## src/rtl/mux4_rr_arbiter.sv

```systemverilog
// Round-robin arbiter sharing one 4:1 single-bit mux between four requesters.
// Grants are registered one-hot with a bounded hold time under contention.

// 2:1 single-bit mux leaf.
module mux2x1 (
    input  logic a,
    input  logic b,
    input  logic s,
    output logic y
);
    assign y = s ? b : a;
endmodule

// 4:1 single-bit mux built as a tree of 2:1 muxes.
module mux4x1 (
    input  logic [3:0] d,
    input  logic [1:0] sel,
    output logic       y
);
    logic lo;
    logic hi;

    mux2x1 u_lo  (.a(d[0]), .b(d[1]), .s(sel[0]), .y(lo));
    mux2x1 u_hi  (.a(d[2]), .b(d[3]), .s(sel[0]), .y(hi));
    mux2x1 u_top (.a(lo),   .b(hi),   .s(sel[1]), .y(y));
endmodule

module mux4_rr_arbiter #(
    parameter int unsigned MAX_HOLD = 4
) (
    input  logic       clk,
    input  logic       rst_n,
    input  logic [3:0] req,
    input  logic [3:0] d,
    output logic [3:0] gnt,
    output logic [1:0] sel,
    output logic       y_valid,
    output logic       y
);
    localparam int unsigned N  = 4;
    localparam int unsigned SW = 2;
    localparam int unsigned CW = 4;

    typedef enum logic {IDLE, GRANT} state_t;

    state_t          state;
    state_t          state_nxt;
    logic [SW-1:0]   ptr;
    logic [SW-1:0]   ptr_nxt;
    logic [CW-1:0]   hold_cnt;
    logic [CW-1:0]   hold_nxt;
    logic [N-1:0]    gnt_nxt;
    logic [SW-1:0]   sel_nxt;
    logic            y_valid_nxt;

    logic [SW-1:0]   winner;
    logic [SW-1:0]   scan_idx;
    logic            win_found;
    logic            req_any;
    logic            owner_req;
    logic            others_req;
    logic            hold_sat;
    logic            take_new;
    logic            mux_y;

    assign req_any    = |req;
    assign owner_req  = req[sel];
    assign others_req = |(req & ~gnt);
    assign hold_sat   = (hold_cnt >= CW'(MAX_HOLD));

    // Find the first asserted request scanning upward from ptr, wrapping mod 4.
    always_comb begin
        win_found = 1'b0;
        winner    = ptr;
        scan_idx  = ptr;
        for (int i = 0; i < int'(N); i++) begin
            scan_idx = ptr + SW'(i);
            if (!win_found && req[scan_idx]) begin
                win_found = 1'b1;
                winner    = scan_idx;
            end
        end
    end

    // Next-state and next-output decode: idle, hold, release or preempt.
    always_comb begin
        state_nxt   = state;
        ptr_nxt     = ptr;
        hold_nxt    = hold_cnt;
        gnt_nxt     = gnt;
        sel_nxt     = sel;
        y_valid_nxt = y_valid;
        take_new    = 1'b0;

        case (state)
            IDLE: begin
                if (req_any) begin
                    take_new = 1'b1;
                end
            end
            GRANT: begin
                if (!owner_req) begin
                    if (req_any) begin
                        take_new = 1'b1;
                    end else begin
                        state_nxt   = IDLE;
                        gnt_nxt     = '0;
                        y_valid_nxt = 1'b0;
                        hold_nxt    = '0;
                    end
                end else if (hold_sat && others_req) begin
                    take_new = 1'b1;
                end else if (!hold_sat) begin
                    hold_nxt = hold_cnt + CW'(1);
                end
            end
            default: begin
                state_nxt   = IDLE;
                gnt_nxt     = '0;
                y_valid_nxt = 1'b0;
                hold_nxt    = '0;
            end
        endcase

        // The owner sits at lowest priority after a grant since ptr moves past it.
        if (take_new) begin
            state_nxt   = GRANT;
            gnt_nxt     = N'(1) << winner;
            sel_nxt     = winner;
            y_valid_nxt = 1'b1;
            hold_nxt    = CW'(1);
            ptr_nxt     = winner + SW'(1);
        end
    end

    // State, pointer, hold counter and registered outputs.
    always_ff @(posedge clk or negedge rst_n) begin
        if (!rst_n) begin
            state    <= IDLE;
            ptr      <= '0;
            hold_cnt <= '0;
            gnt      <= '0;
            sel      <= '0;
            y_valid  <= 1'b0;
        end else begin
            state    <= state_nxt;
            ptr      <= ptr_nxt;
            hold_cnt <= hold_nxt;
            gnt      <= gnt_nxt;
            sel      <= sel_nxt;
            y_valid  <= y_valid_nxt;
        end
    end

    mux4x1 u_mux (.d(d), .sel(sel), .y(mux_y));

    // Output is gated so the shared path reads 0 when nobody owns it.
    assign y = y_valid & mux_y;

endmodule

```

## config.mk

```make
export PLATFORM = sky130hd
export DESIGN_NAME = mux4_rr_arbiter
export DESIGN_NICKNAME = d
export VERILOG_FILES = /design/src/rtl/mux4_rr_arbiter.sv
export SDC_FILE = /design/constraint.sdc
export NUM_CORES = 1
export LEC_CHECK = 0
export CAP_MARGIN = 20
export CORE_UTILIZATION = 37
export DETAILED_ROUTE_END_ITERATION = 10
export PLACE_DENSITY = 0.67
export SLEW_MARGIN = 20
export SYNTH_ARGS = -nofsm -noshare
export SYNTH_HDL_FRONTEND = slang
export SYNTH_SLANG_ARGS = --single-unit
```

## constraint.sdc

```tcl
create_clock -name clk -period 2.3 [get_ports clk]
set_input_delay 0.345 -clock clk [delete_from_list [all_inputs] [get_ports clk]]
set_output_delay 0.345 -clock clk [all_outputs]
set_load 0.005 [all_outputs]
```

==> out/qor.yml <==
outcome:
  status: "finished, final reports clean"
layout:
  nNetsFinal: 124
  drive_above_1_share_pct: 18.5
  n_antenna_cell: 0
  fin_util_pct: 50.8
  syn_to_final_growth_pct: 29.2
floorplan:
  core_area_um2: 2210
  initial_core_util_pct: 39.4
  die_area_um2: 2550
  rows: 17
  ios: 18
  fp.dieW_um: 50.5
  dieHeight_um: 50.5
sta:
  slew_violations: 0
  post-route-period-util_pct: 96.5
  tns_ns: 0
  clock_skew_ns: 0.00941
  fmax_mhz: 450
  min_period_ns: 2.22
  rsz0062_at_grt: "no"
  timing.slew.headroom_pct: 57.7
  worst_slew_pin_slew_ns: 0.632
  setup_violations: 0
  final_hold_viol_count: 0
route:
  routed_wl_um: 1900
  drt-initial-drc-count: 6
  routedWlPerCell_um: 13.9
  routed_via_density: 5.35
  drc: 0
  vias: 728
  drt_pass1_iterations: 4
  detail-route-antenna-nets: 0
yosys:
  synthArstFlopShare_pct: 100
  yosys.cell_types.count: 33
  synth-compound-area-share_pct: 19.3
  synth_top_family_by_area: "simple AND/OR/NAND/NOR gates"
  synth_fa_ha_area_share_pct: 7.18
  synthDominantCellAreaShare_pct: 40.2
  synth_edf_count: 0
  syn_nets: 100
  synth-simple-area-share_pct: 20.4
  yosysMostFrequentCell: "dfrtp_1"
  synth_seq_cells: 14
  synthTopCellsByArea: "dfrtp_1, ha_1, a22o_1, mux2i_1, mux4_1"
  syn_area_per_cell_um2: 10.2
  synth_largest_area_cell: "dfrtp_1"
  synthTopCellsByCount: "dfrtp_1, nand2_1, ha_1, inv_1"
  netlist_area_um2: 871
  synth_ff_type: "dfrtp_1"
  synth_mux_area_share_pct: 7.76
  synth_xor_area_share_pct: 0
  netlist_instances: 85
  ys_seq_area_share_pct: 40.2
  ys_warn_count: 0
power_and_ir_drop:
  power_density_nw_per_um2: 1180
  ir_worst_vdd_mv: 0.621
  power.leakage_nw: 0.501
clock_tree:
  clkTransAtPathRegs_ns: 0.09
  tritoncts: "yes"
  cts_num_sinks: 14
  clkLatencyLatePin_ns: 0.28
  numCtsBuffers: 3
  h-tree-depth: 1
  hold_buffers: 0
  cts_root_buf: "clkbuf_4"
  cts_buffer_depth: 2
global_route:
  grt_pass1_wl_um: 3370
  grt_max_degree: 15
  grt_overflow: 0
  grt_pass1_vias: 782
  grtUsageTotal_pct: 18.0
  antenna_found_initial: 0
place:
  port_buffers: 17
  hpwl_um: 1430
  gp_congestion: 0.776
setup_path:
  worst-endpoint-arrival_ns: 1.87
  critPathMaxFanout: 1
  cp-start-kind: "input pin"
  critPathKind: "input pin to output port"
  endpoint_kind: "output port"
  required_ns: 1.96
worst_hold_path:
  hold_class: "input pin to asynchronous set/reset pin"
job:
  max_cap_viol_count: 0
path summary, 6_finish.rpt:
kind / from / end / slack (ns) / cells past startpoint
worst max-delay path: d[1] / y / 0.08 / 4
worst min-delay path: rst_n / gnt[3] / 0.45 / 1
worst max register to register: sel[0] / ptr[1] / 0.39 / 6
worst min register to register: y_valid / y_valid / 0.51 / 1
max in group asynchronous: rst_n / sel[0] / 1.41 / 1
min in group clk: y_valid / y_valid / 0.51 / 1
layout by cell type (no fill, tap or decap), types with 2 or more instances in the layout:
cell,instances
nor3_1,4
nand2_1,7
o21ai_0,4
inv_1,5
clkdlybuf4s50_1,17
ha_1,5
dfrtp_1,13
nand2b_1,3
and2b_2,3
mux2i_1,3
nor2_1,4
clkbuf_4,3
nor2b_1,3
buf_4,5
and2_1,2
a22o_1,4
a21oi_1,3
nor4_1,2
cell families (layout without fill, tap and decap cells):
logic type	after synthesis	count (layout)
and+or+nand+nor	32	32
AOI/OAI and AO/OA	21	21
DFF	14	14
buffers and inverters	8	31
adders and majority gates	5	5
muxes	5	5
final cells by class:
class	count	area (um2)
clock buffers	4	36.3
well taps	28	35.0
inverters	5	18.8
repair buffers	22	208
multi-input cells	63	475
fillers	219	1090
flip-flops and latches	14	352
per-stage QoR:
stage / total power [mW] / cell area (um2) / worst slack [ns] / std cells / hold WS [ns]
after CTS: 1.32 / 1120 / 0.00967 / 135 / 0.474
final: 1.33 / 1120 / 0.0800 / 136 / 0.446
after global placement: 1.11 / 1080 / 0.0505 / 131 / 0.483
after detailed placement: 1.14 / 1080 / 0.0416 / 131 / 0.497
after global routing: 1.44 / 1120 / 0.0353 / 136 / 0.507
after floorplan: 0.880 / 871 / 0.592 / 85 / 0.0494
per-layer routing:
layer | vias up | share of wire [%] | track usage, %
li1 | 353 | - | -
met1 | 356 | 47 | 21.2
met2 | 15 | 49 | 30.2
met3 | 4 | 3.3 | 4.24
met4 | 0 | 1.0 | 9.26
met5 | - | 0 | 0
state kept, by name, summed over array words and instances (netlist names):
signal and count:
state 1, gnt 4, hold_cnt 4, y_valid 1, ptr 2, sel 2
power breakdown:
group / internal [mW] / switching [mW] / total (mW)
Sequential: 0.343 / 0.0964 / 0.439
Combinational: 0.400 / 0.311 / 0.711
Clock: 0.0964 / 0.0814 / 0.178
worst max-delay path: stages:
cell and delay, ns:
clkdlybuf4s50_1 0.41, mux4_1 0.52, and2_1 0.17, clkdlybuf4s50_1 0.43
timing repair:
item	in CTS	in global routing
setup endpoints to repair	0	1
setup buffers	0	1
resized for setup	0	1
Note: power is estimated with default switching activity, not from simulation.
